--- src/rtl/pc_redirect_ctrl_pkg.sv ---
// Shared encodings and constants for the PC redirect controller.
// Used by the target calculator and the top-level controller.
package pc_redirect_ctrl_pkg;

   localparam logic [1:0]  BR_SEQ       = 2'b00;
   localparam logic [1:0]  BR_PCREL     = 2'b01;
   localparam logic [1:0]  BR_JALR      = 2'b10;

   localparam logic [31:0] PC_STEP      = 32'd4;
   localparam logic [31:0] DEF_RESET_PC = 32'h0000_0000;

   typedef enum logic [1:0] {
      BOOT = 2'd0,
      RUN  = 2'd1,
      WAIT = 2'd2
   } state_t;

   typedef struct packed {
      logic [31:0] target;
      logic        misalign;
   } tgt_t;

   // 2'b11 is reserved and behaves like sequential fetch.
   function automatic logic is_redirect(input logic [1:0] bc);
      return (bc == BR_PCREL) || (bc == BR_JALR);
   endfunction

endpackage

--- src/rtl/pc_target_calc.sv ---
// Redirect target adder/mux: PC-relative sum or JALR result with bit 0 cleared.
// Flags targets that are not word aligned (bit 1 set).
module pc_target_calc
   import pc_redirect_ctrl_pkg::*;
(
   input  logic [1:0]  branch_ctrl,
   input  logic [31:0] ex_pc,
   input  logic [31:0] ex_imm,
   input  logic [31:0] jalr_target,
   output tgt_t        tgt
);

   logic [31:0] target;

   always_comb begin
      target = ex_pc + ex_imm;
      if (branch_ctrl == BR_JALR)
         target = {jalr_target[31:1], 1'b0};
   end

   assign tgt.target   = target;
   assign tgt.misalign = target[1];

endmodule

--- src/rtl/pc_redirect_ctrl.sv ---
// Program counter owner: sequential fetch, branch/JALR redirect, load-use stall
// and instruction-memory back-pressure, plus the wrong-path flush pulses.
module pc_redirect_ctrl
   import pc_redirect_ctrl_pkg::*;
#(
   parameter logic [31:0] RESET_PC = DEF_RESET_PC,
   parameter int          CNT_W    = 32
) (
   input  logic             clk,
   input  logic             rst,
   input  logic [1:0]       branch_ctrl,
   input  logic             ex_valid,
   input  logic [31:0]      ex_pc,
   input  logic [31:0]      ex_imm,
   input  logic [31:0]      jalr_target,
   input  logic             hazard_stall,
   input  logic             imem_ready,
   output logic [31:0]      pc,
   output logic             imem_req,
   output logic             pc_write,
   output logic             flush_ifid,
   output logic             flush_idex,
   output logic             misalign_err,
   output logic [CNT_W-1:0] redirect_cnt
);

   state_t state, state_nxt;
   tgt_t   tgt;
   logic   take;

   pc_target_calc u_tgt (
      .branch_ctrl (branch_ctrl),
      .ex_pc       (ex_pc),
      .ex_imm      (ex_imm),
      .jalr_target (jalr_target),
      .tgt         (tgt)
   );

   // EX holds only reset bubbles in BOOT, so a redirect there is meaningless.
   assign take = !rst && ex_valid && is_redirect(branch_ctrl) && (state != BOOT);

   always_ff @(posedge clk) begin
      if (rst) state <= BOOT;
      else     state <= state_nxt;
   end

   always_comb begin
      state_nxt = state;
      case (state)
         BOOT:    state_nxt = RUN;
         RUN:     if (!take && !hazard_stall && !imem_ready) state_nxt = WAIT;
         WAIT:    if (take || imem_ready) state_nxt = RUN;
         default: state_nxt = BOOT;
      endcase
   end

   always_comb begin
      imem_req     = 1'b0;
      pc_write     = 1'b0;
      flush_ifid   = take;
      flush_idex   = take;
      misalign_err = take && tgt.misalign;
      if (!rst) begin
         case (state)
            RUN: begin
               imem_req = 1'b1;
               pc_write = take || (!hazard_stall && imem_ready);
            end
            WAIT: begin
               imem_req = 1'b1;
               pc_write = take;
            end
            default: ;
         endcase
      end
   end

   always_ff @(posedge clk) begin
      if (rst)           pc <= RESET_PC;
      else if (take)     pc <= tgt.target;
      else if (pc_write) pc <= pc + PC_STEP;
   end

   always_ff @(posedge clk) begin
      if (rst)
         redirect_cnt <= '0;
      else if (take && (redirect_cnt != {CNT_W{1'b1}}))
         redirect_cnt <= redirect_cnt + 1'b1;
   end

endmodule

--- config.mk ---
export PLATFORM = sky130hd
export DESIGN_NAME = pc_redirect_ctrl
export DESIGN_NICKNAME = d
export VERILOG_FILES = /design/src/rtl/pc_redirect_ctrl_pkg.sv /design/src/rtl/pc_target_calc.sv /design/src/rtl/pc_redirect_ctrl.sv
export SDC_FILE = /design/constraint.sdc
export NUM_CORES = 1
export LEC_CHECK = 0
export ABC_AREA = 1
export CORE_ASPECT_RATIO = 1.25
export CORE_MARGIN = 2
export CORE_UTILIZATION = 46
export CTS_CLUSTER_SIZE = 10
export DETAILED_ROUTE_END_ITERATION = 12
export GPL_TIMING_DRIVEN = 0
export HOLD_SLACK_MARGIN = 0.03
export PLACE_DENSITY = 0.78
export SYNTH_ARGS = -nofsm -noshare
export SYNTH_HDL_FRONTEND = slang
export SYNTH_SLANG_ARGS = --single-unit
--- constraint.sdc ---
create_clock -name clk -period 2.2 [get_ports clk]
set_input_delay 0.55 -clock clk [delete_from_list [all_inputs] [get_ports clk]]
set_output_delay 0.55 -clock clk [all_outputs]
set_load 0.05 [all_outputs]
* Yosys cells after proc, flatten, opt, wreduce, memory -nomap -nowiden
Cells that the tools add are included.
** Cells by class
- Mux-type cells :: 10
- Equal/unequal tests :: 7
- Add/sub/neg operators :: 3
- Reductions and logical operators :: 20
** Operators with widths (count)
- 2-to-1 mux 32 bit :: 3
- adder 32 x 1 -> 32 bit, second input constant :: 1
- adder 32 x 3 -> 32 bit, second input constant :: 1
- adder 32 bit :: 1
- != test 32 bit, second input constant :: 1
- logical AND 1 bit :: 8
- one-hot mux 2 bit (3 select lines) :: 1
- equality test 2 x 1 -> 1 bit, second input constant :: 2
- equality test 2 bit, second input constant :: 2
- zero test 1 bit :: 4
- 2-to-1 mux 2 bit :: 2
- != test 2 bit, second input constant :: 2
- nonzero test 2 bit :: 2
- logical OR 1 bit :: 3
- 2-to-1 mux 1 bit :: 3
- zero test 2 bit :: 1
- one-hot mux 1 bit (2 select lines) :: 1
- AND reduction 2 bit :: 1
- OR reduction 2 bit :: 1
** Word-level totals
- Logic and storage cells :: 43
- Register bits :: 66
- Input bits :: 103

* Longest topological paths before layout
- Depth in word-level cells :: 9
- Depth in mapped cells :: 15
- Gate-level depth less buffers :: 15

* Modules after synthesis
Synthesis repeated with hierarchy kept, for this count alone.
** Second synthesis, totals
- Cell total of the unflattened synthesis :: 1369
- Area total of the unflattened synthesis :: 7312.0 um^2
** By module, submodules not included
- pc_redirect_ctrl :: area each 4554.4 um^2, times used 1, cells an instance 790
- pc_target_calc :: area each 2757.6 um^2, times used 1, cells an instance 579

* Worst setup path before layout
Ideal clock, no wire load.
- Kind :: input to output
- Start :: in branch_ctrl[0]
- End :: out misalign_err
- Data arrival time :: 2186 ps
- Setup slack :: -536 ps
- Stages :: 9
- Required time :: 1650 ps
- Cells stage by stage :: inv_1 > ha_1 > nor2_1 > nand3_2 > inv_2 > buf_2 > buf_2 > nand2_1 > inv_1
** Between the ends
- Cells in the longest elaborated chain, start to end :: 5
- Elaborated cells between the ends (all ways) :: 7
- Classes of those cells :: 2 x eq/ne; 1 x mux; 4 x reduce/logical
** RTL lines
- from (decl) :: RTL line pc_redirect_ctrl.sv:11 : input logic [1:0] branch_ctrl,
- equality test 2 x 1 -> 1 bit / equality test 2 bit (equally long branches) :: RTL line pc_redirect_ctrl_pkg.sv:25 : return (bc == BR_PCREL) || (bc == BR_JALR);
- logical OR 1 bit (*) :: RTL line pc_redirect_ctrl_pkg.sv:25
- logical AND 1 bit (*) (2 in a row) :: RTL line pc_redirect_ctrl.sv:40 : assign take = !rst && ex_valid && is_redirect(branch_ctrl) && (state != BOOT);
- net flush_idex :: RTL line pc_redirect_ctrl.sv:22 : output logic flush_idex,
- logical AND 1 bit (*) :: RTL line pc_redirect_ctrl.sv:62 : misalign_err = take && tgt.misalign;
- to (decl) :: RTL line pc_redirect_ctrl.sv:23 : output logic misalign_err,
Mark *: on every way through the listed nets, which the timed path passes. The rest lies on a longest branch.

* Worst setup path in the final report
- Start :: in ex_imm[0]
- End :: out misalign_err
** Between the ends
- Cells in the longest elaborated chain, start to end :: 3
** RTL lines
- from (decl) :: RTL line pc_redirect_ctrl.sv:14 : input logic [31:0] ex_imm,
- adder 32 bit :: RTL line pc_target_calc.sv:16 : target = ex_pc + ex_imm;
- 2-to-1 mux 32 bit :: RTL line pc_target_calc.sv:17 : if (branch_ctrl == BR_JALR)
- logical AND 1 bit :: RTL line pc_redirect_ctrl.sv:62
Every way passes these cells.

==> out/qor.yml <==
place_area_mm2: 0.00884
holdCritStartpoint: "pc[0]"
worstHoldEndpoint: "pc[0]"
post-route-util_pct: 68.3
syn_nets: 1356
crit_chain: "buf_6 -> ha_4 -> fa_1 -> nand2_1 -> nand2_2 -> nand2_8 -> clkinvlp_4 -> buf_8"
crit_buf_inv: 3
antenna_found_initial: 0
wl_per_cell_um: 16.1
clkLatencyLatePin_ns: 0.34
crit_family: "adder cells"
portBuffers: 169
ant_nets: 0
dieWidth_um: 113
cts_tree: "done"
hp-class: "flop to flop"
setup_viol: 3
grt_pass1_vias: 8066
worstSetupPathType: "primary input to primary output"
status: "complete, but fails checks"
crit_fanout: 2
yosysMostFrequentCell: "nand2_1"
relSlewSlack_pct: 58.2
rsz0062_at_grt: "true"
fin_nets: 1554
end_kind: "primary output"
htreeDepth: 3
die_height_um: 141
cts_hold_buf: 0
leakage_nw: 5.01
syn_area_mm2: 0.00689
cts_root_buf: "clkbuf_16"
n_antenna_cell: 0
hold_slack_ns: 0.485
initial_core_util_pct: 46.5
worst-r2r-setup-slack_ns: 0.12
synth_flop_cell: "dfxtp_1"
yosysTopAreaCell: "dfxtp_1"
violations: "setup timing"
cts_sinks: 66
reg2reg_to: "pc[24]"
worstReg2RegStart: "state[1]"
synth_edf_count: 0
holdPathStages: 2
viasPerCell: 5.41
grt_overflow: 0
fin_cells: 1599
stdcell_area_mm2: 0.0101
synth.area.top_cells: "dfxtp_1 (19%), nand2_1 (19%), inv_1 (9.4%)"
tns_ns: -0.169
grt_max_degree: 12
max_slew.worst_pin.slew_ns: 0.627
cp_slowest_stage_delay_ns: 0.53
syn2layout_area_growth_pct: 47.0
final.setup.worst_slack_ns: -0.159
drt_first_iter_violations: 527
dp_cells: 1565
seq_area_frac_synth_pct: 19.2
ys_ff_latch: 66
clk_pin_slew_ns: 0.06
synthTopCellsByCount: "nand2_1 (342), inv_1 (173), nor2_1 (169), a21oi_1 (82), nand3_1 (76)"
die-area_mm2: 0.0160
async_reset_ff_share_pct: 0
start_kind: "primary input"
vdd_drop_max_mv: 0.300
cts_buffer_depth: 2
coreArea_mm2: 0.0148
ios: 172
rr_worst_depth: 12
cap_violations: 0
vias: 8648
wl_um: 25700
critical_path.slowest_cell: "fa_1"
pwr_density_cell_mw_per_mm2: 435
gp_congestion: 0.988
yosys_warnings: 0
grt_pass1_wl_um: 38700
period_share_pct: 107
drv_slew: 0
first_pass_iters: 5
fmax_mhz: 424
post-dp-hpwl_um: 19600
crit_arrival_ns: 1.81
yosysUniqueCellTypes: 44
drcViolationCount: 0
hold_viol_final: 0
drive_above_1_share_pct: 15.2
core.rowCount: 50
clock_skew_ns: 0.00883
numCtsBuffers: 9
synth_top_area_share_pct: 19.2
required_ns: 1.65
globalRouteTotalUtil_pct: 30.3
syn_inst: 1214
fin_crit_ns: 2.36
avgSynthCellArea_um2: 5.68
## state kept, by name (all words and copies together) (netlist names)
signal	cells
pc	32
redirect_cnt	32
state	2
## worst min-delay path, cell delays in order (launching register included)
cell and delay [ns]:
dfxtp_1 0.31, nand2_1 0.06, a21oi_1 0.06
## worst max path at each step
stage | from | to | slack [ns] | depth (start not counted)
2_1_floorplan | branch_ctrl[0] | misalign_err | -0.19 | 10
3_3_place_gp | branch_ctrl[0] | misalign_err | -1.79 | 12
3_5_place_dp | branch_ctrl[0] | misalign_err | -1.81 | 12
4_1_cts | ex_imm[0] | misalign_err | -0.16 | 8
5_1_grt | ex_imm[0] | misalign_err | -0.18 | 8
6_report | ex_imm[0] | misalign_err | -0.16 | 8
## per-stage QoR
stage          worst slack (ns)  power [mW]
2_1_floorplan            -0.187        2.21
3_3_place_gp              -1.79        2.71
3_5_place_dp              -1.81        2.72
4_1_cts                  -0.156        4.28
5_1_grt                  -0.176        4.59
6_report                 -0.159        4.41
## layer usage
layer  share of wire [%]  up-vias  track usage, %
met3                 5.1      104            3.53
met5                   0        -               0
li1                    -     4266               -
met2                  52      374            57.3
met4                 5.7        0            17.1
met1                  37     3904            32.1
## kinds of logic (layout without fill, tap and decap cells)
group | after synthesis | after routing | share of synthesized area (%)
simple gates | 683 | 683 | 43.3
xor+xnor | 38 | 38 | 4.83
flops | 66 | 66 | 19.2
fa+ha+maj | 39 | 39 | 7.19
buf+inv | 215 | 418 | 12.3
compound gates | 173 | 173 | 13.2
## power by group
part,total (mW),internal (mW),switching [mW]
registers,1.31,1.24,0.0665
clock network,1.43,0.869,0.560
logic,1.67,0.683,0.990
## placed cells by master, fill, tap and decap left out, types with 4 or more instances in the layout
cell	instances
nand2_1	310
nor2_1	151
inv_2	10
a21oi_1	71
clkbuf_16	9
dfxtp_1	64
o21ai_0	58
ha_1	9
nand3_1	67
nor2_4	12
xor2_1	25
clkbuf_1	13
nor3_2	4
buf_2	7
nor2_2	18
clkinv_2	4
clkdlybuf4s50_1	89
dlymetal6s2s_1	57
dlygate4sd2_1	13
a21oi_2	9
nand3_2	10
buf_6	6
buf_4	23
ha_4	29
nand4_1	18
xnor2_1	13
nand2_4	5
nor3_1	32
nand2_2	36
buf_8	4
nor3_4	4
o21ai_1	11
inv_1	170
## cell type report
type                       count  area (um^2)
sequential                    66         1330
fill                        1306         4700
clock inverter                 6         57.6
timing repair buffer         189         1970
buffer                        29          186
inverter                     184          702
clock buffer                  10          229
tap                          182          228
multi-input combinational    933         5430
## repair_timing
action	4_1_cts	5_1_grt
endpoints found under the setup margin	51	38
buffers inserted	13	7
pin swaps	14	30
resized for setup	154	122
hold endpoints to repair	0	0
No activity file was read; power rests on OpenSTA's default activity.
